### config.mk
export PLATFORM = sky130hd
export DESIGN_NAME = mw_expander
export DESIGN_NICKNAME = d
export VERILOG_FILES = /design/src/rtl/mw_expander_pkg.sv /design/src/rtl/mw_form_check.sv /design/src/rtl/mw_expander.sv
export SDC_FILE = /design/constraint.sdc
export NUM_CORES = 1
export LEC_CHECK = 0
export CAP_MARGIN = 10
export CORE_MARGIN = 3
export CORE_UTILIZATION = 47
export CTS_CLUSTER_SIZE = 30
export DETAILED_ROUTE_END_ITERATION = 6
export HOLD_SLACK_MARGIN = 0.08
export PLACE_DENSITY_LB_ADDON = 0.1
export SLEW_MARGIN = 20
export SYNTH_ARGS = -nofsm -noshare
export SYNTH_HDL_FRONTEND = slang
export SYNTH_SLANG_ARGS = --single-unit
export TNS_END_PERCENT = 20
### constraint.sdc
create_clock -name clk -period 2.9 [get_ports clk]
set_clock_uncertainty 0.1 [all_clocks]
set_input_delay 0.58 -clock clk [delete_from_list [all_inputs] [get_ports clk]]
set_output_delay 0.58 -clock clk [all_outputs]
set_load 0.1 [all_outputs]
### src/rtl/mw_expander_pkg.sv
// Shared instruction definitions for the load/store-multiple expander:
// opcode constants, field bit ranges (bit 0 is the MSB of the word),
// FSM state type and helpers used to assemble expanded D-form words.
// Optional feature macro: STMW_EXPAND_EN (see mw_form_check / mw_expander).
package mw_expander_pkg;

    // Instruction word width the field layout below is defined for
    localparam int INSTR_W = 32;

    // Field bit ranges, big-endian numbering (bit 0 = MSB)
    localparam int OPCD_HI = 0;
    localparam int OPCD_LO = 5;
    localparam int RT_HI   = 6;
    localparam int RT_LO   = 10;
    localparam int RA_HI   = 11;
    localparam int RA_LO   = 15;
    localparam int D_HI    = 16;
    localparam int D_LO    = 31;

    // Primary opcodes
    localparam logic [5:0] OP_LMW  = 6'd46;
    localparam logic [5:0] OP_STMW = 6'd47;
    localparam logic [5:0] OP_LWZ  = 6'd32;
    localparam logic [5:0] OP_STW  = 6'd36;

    // Highest GPR index; a multiple-word sequence always ends here
    localparam logic [4:0] LAST_REG = 5'd31;

    // Largest positive 16-bit displacement
    localparam logic signed [17:0] D_MAX = 18'sd32767;

    typedef enum logic {
        ST_IDLE   = 1'b0,
        ST_EXPAND = 1'b1
    } state_e;

    // Assemble a D-form word from its fields
    function automatic logic [0:INSTR_W-1] build_word(
        input logic [5:0]  opcd,
        input logic [4:0]  rt,
        input logic [4:0]  ra,
        input logic [15:0] d
    );
        build_word = {opcd, rt, ra, d};
    endfunction

    // Per-word displacement D + 4k, formed in 17-bit signed and truncated
    // back to 16 bits. Only legal forms use this, so nothing is lost.
    function automatic logic [15:0] word_disp(
        input logic [15:0] d,
        input logic [4:0]  k
    );
        logic signed [16:0] sum;
        sum = {d[15], d} + {10'd0, k, 2'b00};
        return sum[15:0];
    endfunction

endpackage

### src/rtl/mw_form_check.sv
// Combinational classifier for LMW/STMW: flags multiple-word opcodes and
// decides whether a given form can be split into single-word accesses.
// With STMW_EXPAND_EN undefined only LMW is ever reported expandable.
module mw_form_check
    import mw_expander_pkg::*;
(
    input  logic [5:0]  opcode,
    input  logic [4:0]  rt,
    input  logic [4:0]  ra,
    input  logic [15:0] d,
    output logic        is_mw,
    output logic        expandable
);

    logic               is_lmw;
    logic               is_stmw;
    logic               base_clobber;
    logic [4:0]         span;
    logic signed [17:0] reach;
    logic               disp_ok;

    assign is_lmw  = (opcode == OP_LMW);
    assign is_stmw = (opcode == OP_STMW);
    assign is_mw   = is_lmw || is_stmw;

    // A load sequence would overwrite its own base register part way through
    assign base_clobber = (ra != 5'd0) && (ra >= rt);

    // Displacement of the final word: D + 4*(31-RT) must fit in 16 bits
    assign span    = LAST_REG - rt;
    assign reach   = {{2{d[15]}}, d} + {11'd0, span, 2'b00};
    assign disp_ok = (reach <= D_MAX);

    // Expandability decision for the supported opcodes
    always_comb begin
        expandable = 1'b0;
`ifdef STMW_EXPAND_EN
        if (is_lmw) begin
            expandable = disp_ok && !base_clobber;
        end else if (is_stmw) begin
            expandable = disp_ok;
        end
`else
        if (is_lmw) begin
            expandable = disp_ok && !base_clobber;
        end
`endif
    end

endmodule

### src/rtl/mw_expander.sv
// Load/store-multiple expander between fetch and decode. LMW (and STMW when
// STMW_EXPAND_EN is defined) is turned into one LWZ/STW per register RT..31;
// everything else passes through a single output register. Illegal
// multiple-word forms pass verbatim flagged with out_raw for a later trap.
// Optional feature macro: STMW_EXPAND_EN.
module mw_expander
    import mw_expander_pkg::*;
#(
    parameter int INSTR_WIDTH = 32
)
(
    input  logic                   clk,
    input  logic                   rst_n,
    input  logic                   flush,
    input  logic                   in_valid,
    input  logic [0:INSTR_WIDTH-1] in_instr,
    output logic                   in_ready,
    output logic                   out_valid,
    output logic [0:INSTR_WIDTH-1] out_instr,
    output logic                   out_last,
    output logic                   out_raw,
    input  logic                   out_ready,
    output logic                   busy
);

    // FSM and expansion context
    state_e                 state_q, state_d;
    logic [4:0]             cur_reg_q, cur_reg_d;
    logic [4:0]             rt_q, rt_d;
    logic [4:0]             ra_q, ra_d;
    logic [15:0]            d_q, d_d;
`ifdef STMW_EXPAND_EN
    logic                   store_q, store_d;
`endif

    // Output register
    logic                   out_valid_q, out_valid_d;
    logic [0:INSTR_WIDTH-1] out_instr_q, out_instr_d;
    logic                   out_last_q, out_last_d;
    logic                   out_raw_q, out_raw_d;

    // Decoded fields of the incoming word
    logic [5:0]             in_opcd;
    logic [4:0]             in_rt;
    logic [4:0]             in_ra;
    logic [15:0]            in_d;
    logic                   in_is_mw;
    logic                   in_expandable;

    logic                   load_en;
    logic                   accept;
    logic                   start_expand;
    logic [5:0]             in_new_op;
    logic [5:0]             seq_op;

    assign in_opcd = in_instr[OPCD_HI:OPCD_LO];
    assign in_rt   = in_instr[RT_HI:RT_LO];
    assign in_ra   = in_instr[RA_HI:RA_LO];
    assign in_d    = in_instr[D_HI:D_LO];

    mw_form_check u_form_check (
        .opcode     (in_opcd),
        .rt         (in_rt),
        .ra         (in_ra),
        .d          (in_d),
        .is_mw      (in_is_mw),
        .expandable (in_expandable)
    );

    // The output register may take a new word when empty or being drained
    assign load_en      = !out_valid_q || out_ready;
    assign accept       = in_valid && in_ready;
    assign start_expand = in_is_mw && in_expandable;

    // Single-word opcode for the first word (incoming) and later words (latched)
`ifdef STMW_EXPAND_EN
    assign in_new_op = (in_opcd == OP_STMW) ? OP_STW : OP_LWZ;
    assign seq_op    = store_q ? OP_STW : OP_LWZ;
`else
    assign in_new_op = OP_LWZ;
    assign seq_op    = OP_LWZ;
`endif

    // State register
    always_ff @(posedge clk or negedge rst_n) begin
        if (!rst_n) begin
            state_q <= ST_IDLE;
        end else begin
            state_q <= state_d;
        end
    end

    // Next-state logic: enter EXPAND for multi-word starts, leave after reg 31
    always_comb begin
        state_d = state_q;
        if (flush) begin
            state_d = ST_IDLE;
        end else begin
            case (state_q)
                ST_IDLE: begin
                    if (accept && start_expand && (in_rt != LAST_REG)) begin
                        state_d = ST_EXPAND;
                    end
                end
                ST_EXPAND: begin
                    if (load_en && (cur_reg_q == LAST_REG)) begin
                        state_d = ST_IDLE;
                    end
                end
            endcase
        end
    end

    // FSM outputs: accept only in IDLE with room in the output register
    always_comb begin
        in_ready = 1'b0;
        busy     = 1'b0;
        case (state_q)
            ST_IDLE:   in_ready = load_en && !flush;
            ST_EXPAND: busy     = 1'b1;
        endcase
    end

    // Datapath next values: output register contents and latched base fields
    always_comb begin
        out_valid_d = out_valid_q;
        out_instr_d = out_instr_q;
        out_last_d  = out_last_q;
        out_raw_d   = out_raw_q;
        cur_reg_d   = cur_reg_q;
        rt_d        = rt_q;
        ra_d        = ra_q;
        d_d         = d_q;
`ifdef STMW_EXPAND_EN
        store_d     = store_q;
`endif
        if (flush) begin
            out_valid_d = 1'b0;
            out_last_d  = 1'b0;
            out_raw_d   = 1'b0;
        end else if (state_q == ST_IDLE) begin
            if (accept) begin
                out_valid_d = 1'b1;
                if (start_expand) begin
                    // Word 0 uses RT and the original displacement
                    out_instr_d = build_word(in_new_op, in_rt, in_ra, in_d);
                    out_last_d  = (in_rt == LAST_REG);
                    out_raw_d   = 1'b0;
                    cur_reg_d   = in_rt + 5'd1;
                    rt_d        = in_rt;
                    ra_d        = in_ra;
                    d_d         = in_d;
`ifdef STMW_EXPAND_EN
                    store_d     = (in_opcd == OP_STMW);
`endif
                end else begin
                    out_instr_d = in_instr;
                    out_last_d  = 1'b1;
                    out_raw_d   = in_is_mw;
                end
            end else if (load_en) begin
                out_valid_d = 1'b0;
            end
        end else begin
            // EXPAND: the register always holds a word here, so advance on consume
            if (load_en) begin
                out_valid_d = 1'b1;
                out_instr_d = build_word(seq_op, cur_reg_q, ra_q,
                                         word_disp(d_q, cur_reg_q - rt_q));
                out_last_d  = (cur_reg_q == LAST_REG);
                out_raw_d   = 1'b0;
                cur_reg_d   = cur_reg_q + 5'd1;
            end
        end
    end

    // Datapath registers
    always_ff @(posedge clk or negedge rst_n) begin
        if (!rst_n) begin
            out_valid_q <= 1'b0;
            out_instr_q <= '0;
            out_last_q  <= 1'b0;
            out_raw_q   <= 1'b0;
            cur_reg_q   <= 5'd0;
            rt_q        <= 5'd0;
            ra_q        <= 5'd0;
            d_q         <= 16'd0;
`ifdef STMW_EXPAND_EN
            store_q     <= 1'b0;
`endif
        end else begin
            out_valid_q <= out_valid_d;
            out_instr_q <= out_instr_d;
            out_last_q  <= out_last_d;
            out_raw_q   <= out_raw_d;
            cur_reg_q   <= cur_reg_d;
            rt_q        <= rt_d;
            ra_q        <= ra_d;
            d_q         <= d_d;
`ifdef STMW_EXPAND_EN
            store_q     <= store_d;
`endif
        end
    end

    assign out_valid = out_valid_q;
    assign out_instr = out_instr_q;
    assign out_last  = out_last_q;
    assign out_raw   = out_raw_q;

endmodule

==> qor.csv <==
metric,value,unit
grt_use_met1,32.3,%
total_power,0.00312,W
antenna_found_initial,0,
io_pins,74,
ir_drop,0.000391,V
swShare,42.0,%
p_seq_share,36.3,%
crit_end,out_instr[21],
synth_ff_type,dfrtp_1,
use_met3,4.22,%
wl_per_cell,16.9,um
min_path_type,flip-flop to flip-flop,
die_y,94.9,um
place.gp.congestion,0.919,
cts_tree,done,
die_x,94.9,um
cp-startpoint,cur_reg_q[0],
cp_top_family,adder cells,
h-tree-depth,3,
p_switching,0.00131,W
async_flop_share,100,%
fin_util,68.3,%
yosys_warnings,0,
critPathRequiredTime,3.02,ns
timing.final.crit_share,99.8,%
worstReg2RegStart,cur_reg_q[0],
drt-vias-per-instance,5.43,
synth_seq_cells,67,
drv_cap,0,
crit_path_end_kind,flip-flop,
crit_slowest_cell,dfrtp_1,
root_buffer,clkbuf_8,
fin_tns_setup,0,ns
critPathBufInv,3,
wl,9.91,mm
setup_violations,0,
fin_ws,0.00579,ns
clkLatencyLatePin,0.33,ns
core_area,7450,um2
grt_start_max_net_pins,38,
drv_slew,0,
cts_made_buffers,9,
r2r_slack,0.006,ns
cp-start-kind,flip-flop,
met2_usage,37.6,%
worstSetupPathType,flip-flop to flip-flop,
design_area,5090,um2
synthesis.area,3710,um2
internal_power,0.00181,W
cellLeakagePower,2.38,nW
fp.dieArea,9010,um2
dr.first_iter.drc_count,171,
syn2layout_area_growth,37.0,%
path_cells,"inv_2, ha_4, inv_2, fa_2, buf_4, xor2_1, ha_1, a21o_1, a21o_1, a21oi_4, or3_1, a31oi_1, mux2_4",
clk_pin_slew_worst_paths,0.07,ns
reg2reg_depth,13,
post-route-min-period,2.89,ns
top_usage_layer,met2,
status,finished clean,
place_area,4800,um2
rsz0062_at_grt,yes,
port_buffers,73,
p_clk_share,21.2,%
synth_enable_flop_cells,0,
start_util,49.9,%
drt_first_pass_iters,5,
overflow,0,
nFillCells,624,
ant_nets,0,
grt_pass1_vias,3208,
finalHoldViolCount,0,
path_depth,13,
reg2reg_to,out_instr[21],
powerDensity,614,nW/um2
track_usage,23.5,%
drive_gt1_share,29.3,%
cts.path.max_buffers,2,
drcViolationCount,0,
nNetsFinal,544,
clock-sinks,67,
vias,3190,
synth_cell_types,48,
synthCells,366,
syn_area_per_cell,10.1,um2
slowest_delay,0.39,ns
num_rows,31,
synthesis.nets,426,
cp.arrival,3.01,ns
worst_slew_pin_slew,0.439,ns
timing.fmax,0.346,GHz
grt_pass1_wl,16.2,mm
power_frac_comb,42.5,%
yosysSeqAreaShare,45.1,%
dp_slack,-0.408,ns
dpl.hpwl,7.62,mm
n_antenna_cell,0,
path_max_fanout,6,
max-slew-margin-rel,70.8,%
-- cell usage after synthesis, drive strengths merged (4+ instances only) --
master / number / area share, %
nand2: 28 / 2.8
a22o: 5 / 1.2
a21o: 6 / 1.2
clkbuf: 6 / 0.61
o21ai: 35 / 4.7
xnor2: 8 / 1.9
mux2: 22 / 6.7
a21oi: 25 / 3.4
dfrtp: 67 / 45
nor2: 27 / 2.7
xor2: 9 / 2.1
inv: 19 / 1.9
nand4: 4 / 0.67
nand3: 5 / 0.67
and3: 5 / 0.84
mux2i: 16 / 4.3
buf: 8 / 1.1
nor3: 8 / 1.2
ha: 20 / 6.7
-- stage by stage --
step / instances / hold slack [ns]
after floorplan: 366 / 0.184
after global placement: 568 / 0.364
after detailed placement: 568 / 0.371
after CTS: 586 / 0.389
after global routing: 587 / 0.414
final: 587 / 0.380
-- registers in the layout, summed over array words and instances (netlist names) --
| register | count |
|---|---|
| state_q | 1 |
| out_raw | 1 |
| rt_q | 5 |
| d_q | 16 |
| cur_reg_q | 5 |
| out_last | 1 |
| ra_q | 5 |
| out_valid | 1 |
| out_instr | 32 |
-- layout by cell type, fill, tap and decap left out, types with 10 or more instances in the layout --
cell	instances
mux2i_1	16
mux2_2	21
clkdlybuf4s50_1	34
dfrtp_1	65
o21ai_0	32
inv_1	17
clkbuf_8	10
nand2_1	28
nor2_1	26
ha_1	18
buf_4	82
a21oi_1	22
-- cells by family after synthesis --
group                    share of synthesized area, %
flip-flops                                       45.1
AO/OA/AOI/OAI                                    15.5
AND/OR/NAND/NOR                                  12.4
multiplexers                                     11.0
XOR/XNOR                                         4.01
buffers and inverters                            3.60
adder cells (fa/ha/maj)                          8.35
-- worst reg2reg max path: stages (launching register included) --
cell and delay, ns:
dfrtp_1 0.39, inv_2 0.08, ha_4 0.13, inv_2 0.04, fa_2 0.34, buf_4 0.14, xor2_1 0.15, ha_1 0.32
a21o_1 0.17, a21o_1 0.20, a21oi_4 0.21, or3_1 0.14, a31oi_1 0.09, mux2_4 0.27
-- how the worst min path moves through the flow --
stage                        startpoint  cells after the start             to  slack (ns)
after floorplan                   rst_n                      0   cur_reg_q[0]        0.18
after global placement    out_instr[26]                      2  out_instr[26]        0.36
after detailed placement  out_instr[26]                      2  out_instr[26]        0.37
after CTS                 out_instr[26]                      2  out_instr[26]        0.39
after global routing            ra_q[0]                      2        ra_q[0]        0.41
final                     out_instr[26]                      2  out_instr[26]        0.38
-- power groups by stage --
stage | Clock, W | Sequential, W | Combinational, W
3_3_place_gp | 0 | 0.00115 | 0.00126
2_1_floorplan | 0 | 0.00166 | 0.000360
6_report | 0.000661 | 0.00113 | 0.00133
3_5_place_dp | 0 | 0.00115 | 0.00128
4_1_cts | 0.000682 | 0.00113 | 0.00132
5_1_grt | 0.000720 | 0.00115 | 0.00141
-- cell type report --
cell class / instances / area, um2 / area share (%)
Clock buffer: 13 / 149 / 2.93
Clock inverter: 2 / 12.5 / 0.246
Inverter: 19 / 71.3 / 1.40
Multi-Input combinational cell: 266 / 2020 / 39.8
Sequential cell: 67 / 1680 / 33.1
Tap cell: 99 / 124 / 2.43
Timing Repair Buffer: 121 / 1020 / 20.1
-- per-layer routing --
metal	part of all wire, %	wire length [um]	up-vias
met2	48	4780	80
met4	1.6	159	0
met1	45	4480	1556
met3	5.0	494	14
met5	0	0	-
li1	-	-	1540
-- timing repair --
action | 4_1_cts | 5_1_grt
pin swaps | 15 | 13
hold buffers | 1 | 0
setup endpoints to repair | 15 | 22
setup buffers | 3 | 2
resized for setup | 14 | 9
hold endpoints to repair | 10 | 0
Power figures use the tool's default switching activity.
==> variant (config.mk and constraints unchanged) <==
Reset style: synchronous (`rst_n`), changed in 2 clocked blocks.
--- a/src/rtl/mw_expander.sv
+++ b/src/rtl/mw_expander.sv
@@ -83,5 +83,5 @@
 
     // State register
-    always_ff @(posedge clk or negedge rst_n) begin
+    always_ff @(posedge clk) begin
         if (!rst_n) begin
             state_q <= ST_IDLE;
@@ -176,5 +176,5 @@
 
     // Datapath registers
-    always_ff @(posedge clk or negedge rst_n) begin
+    always_ff @(posedge clk) begin
         if (!rst_n) begin
             out_valid_q <= 1'b0;
Behaviour: differs if rst_n is asserted again (counterexample within 4 cycles, from zero or initial values and one cycle with rst_n low); with rst_n held inactive, the same outputs for 4 cycles.
==> variant against the unedited design <==
Critical path depth increased by 1; worst setup slack improved by 0.036 ns; maximum frequency rose by 1.2%; non-clock buffer count up 8; routed wire length up 2.6%; area after synthesis decreased by 0.81%; design area rose by 0.96%; sequential cell count unchanged; worst hold slack got worse by 0.030 ns; global-route usage increased by 0.49 points; critical endpoint is now out_instr[20]; largest cell class unchanged.
Power is not compared: it rests on default switching activity, and its combinational part moved more than twofold at a synthesized area within 25%.
==> variant: results (changes against the unedited design) <==
Detailed routing
  • Wire length on met3: 582 µm (was 494 µm)
  • Highest metal layer with signal wires: met4 (unchanged)
  • Initial detailed-routing violation count: 202 (was 171)
  • Iteration count of the initial detailed-routing pass: 4 (was 5)
  • Post-DR wirelength/cell: 15.2 µm (was 16.9 µm)
  • Met2 routed WL: 4580 µm (was 4780 µm)

Global route
  • Met3 Track Usage GR: 0.0414 (was 0.0422)
  • First-pass GRT wire length: 16800 µm (was 16200 µm)
  • Fraction of met1 tracks used by global routing: 0.328 (was 0.323)
  • All-layer global routing usage: 0.240 (was 0.235)
  • Met2 Track Usage GR: 0.376 (about the same)

Placement
  • RePlAce Congestion: 0.900 (was 0.919)
  • Minimum setup slack after placement: -0.292 ns (was -0.408 ns)
  • Placed wire-length estimate: 7370 µm (was 7620 µm)
  • DP Cell Count: 648 (was 568)

Worst hold path
  • End of the worst hold path: ra_q[4] (was out_instr[26])
  • Worst hold path startpoint: ra_q[4] (was out_instr[26])

Synth
  • Share of synthesized registers carrying an async set or reset: 0 (was 1.00)
  • Avg Cell Area, Syn: 8.21 µm² (was 10.1 µm²)
  • Most frequent cells after synthesis: nand2_1, dfxtp_1, a21oi_1 (was dfrtp_1, o21ai_0, nand2_1)
  • Post-Syn Nets: 509 (was 426)
  • Sequential-to-total area share from yosys stat: 0.364 (was 0.451)
  • Unique masters post-synth: 58 (was 48)
  • Top cells by area, synth: dfxtp_1, nand2_1, ha_1 (was dfrtp_1, ha_1, mux2_2)

Finish
  • Plain + repair buffers: 129 (was 121)
  • Multi-input combinational area share: 0.453 (was 0.398)
  • Sequential portion of the cell area: 0.262 (was 0.331)
  • Clock buffers and inverters, area share: 0.0300 (was 0.0317)
  • Layout overhead on the synthesized area: 39.4% (was 37.0%)
  • Final-stage net count: 623 (was 544)
  • Layout inverter count without the clock tree: 19 (unchanged)
  • Filler cell count: 650 (was 624)
  • Multi-input gate count: 337 (was 266)
  • Fraction of area in non-clock buffers: 0.217 (was 0.201)

CTS
  • Clock buffers created by TritonCTS: 9 (unchanged)
  • Clock input transition at the sequential cells of the worst setup and hold paths: 0.07 ns (about the same)
  • CTS HTree Levels: 3 (unchanged)

Setup path
  • Gate family responsible for the most delay along the worst path: compound AO/OA/AOI/OAI gates (was adder cells)
  • Delay of the slowest cell on the worst path: 0.37 ns (was 0.39 ns)
  • CP Max Fanout: 3 (was 6)
  • Capturing point of the worst reg2reg path: out_instr[20] (was out_instr[21])
  • Data arrival time at the worst-slack endpoint: 3.05 ns (was 3.01 ns)
  • FF-to-FF Start: cur_reg_q[0] (unchanged)

STA
  • Hold WS: 0.350 ns (was 0.380 ns)
  • Worst Tran Pin Value: 0.466 ns (was 0.439 ns)
  • Smallest setup slack after layout: 0.0414 ns (was 0.00579 ns)

Status
  • Run status: complete, no violations (unchanged)
[variant: cell count changes after synthesis, moves of 19 or more]
cell,before,now
o21ai_0,34,15
dfrtp_1,67,0
nand2_1,28,77
dfxtp_1,0,67
a21oi_1,25,45
mux2_2,22,0
[variant: cell families after synthesis]
kind of cell,after synthesis,share of synthesized area
adder cells (fa/ha/maj),23,0.0842
AND/OR/NAND/NOR,168,0.212
multiplexers,19,0.0516
flip-flops,67,0.364
XOR/XNOR,14,0.0333
buffers and inverters,45,0.0533
AO/OA/AOI/OAI,113,0.202
[variant: power groups by stage]
stage	clock network, mW	logic [mW]	registers [mW]
finish	0.648	0.520	0.963
global route	0.712	0.553	0.966
CTS	0.664	0.517	0.963
detailed placement	0	0.515	0.984
global placement	0	0.511	0.983
floorplan	0	0.136	1.18
[variant: timing repair]
action / in CTS / in global routing
setup endpoints to repair: 4 / 34
buffers inserted: 0 / 3
pin swaps: 2 / 28
resized for setup: 6 / 42
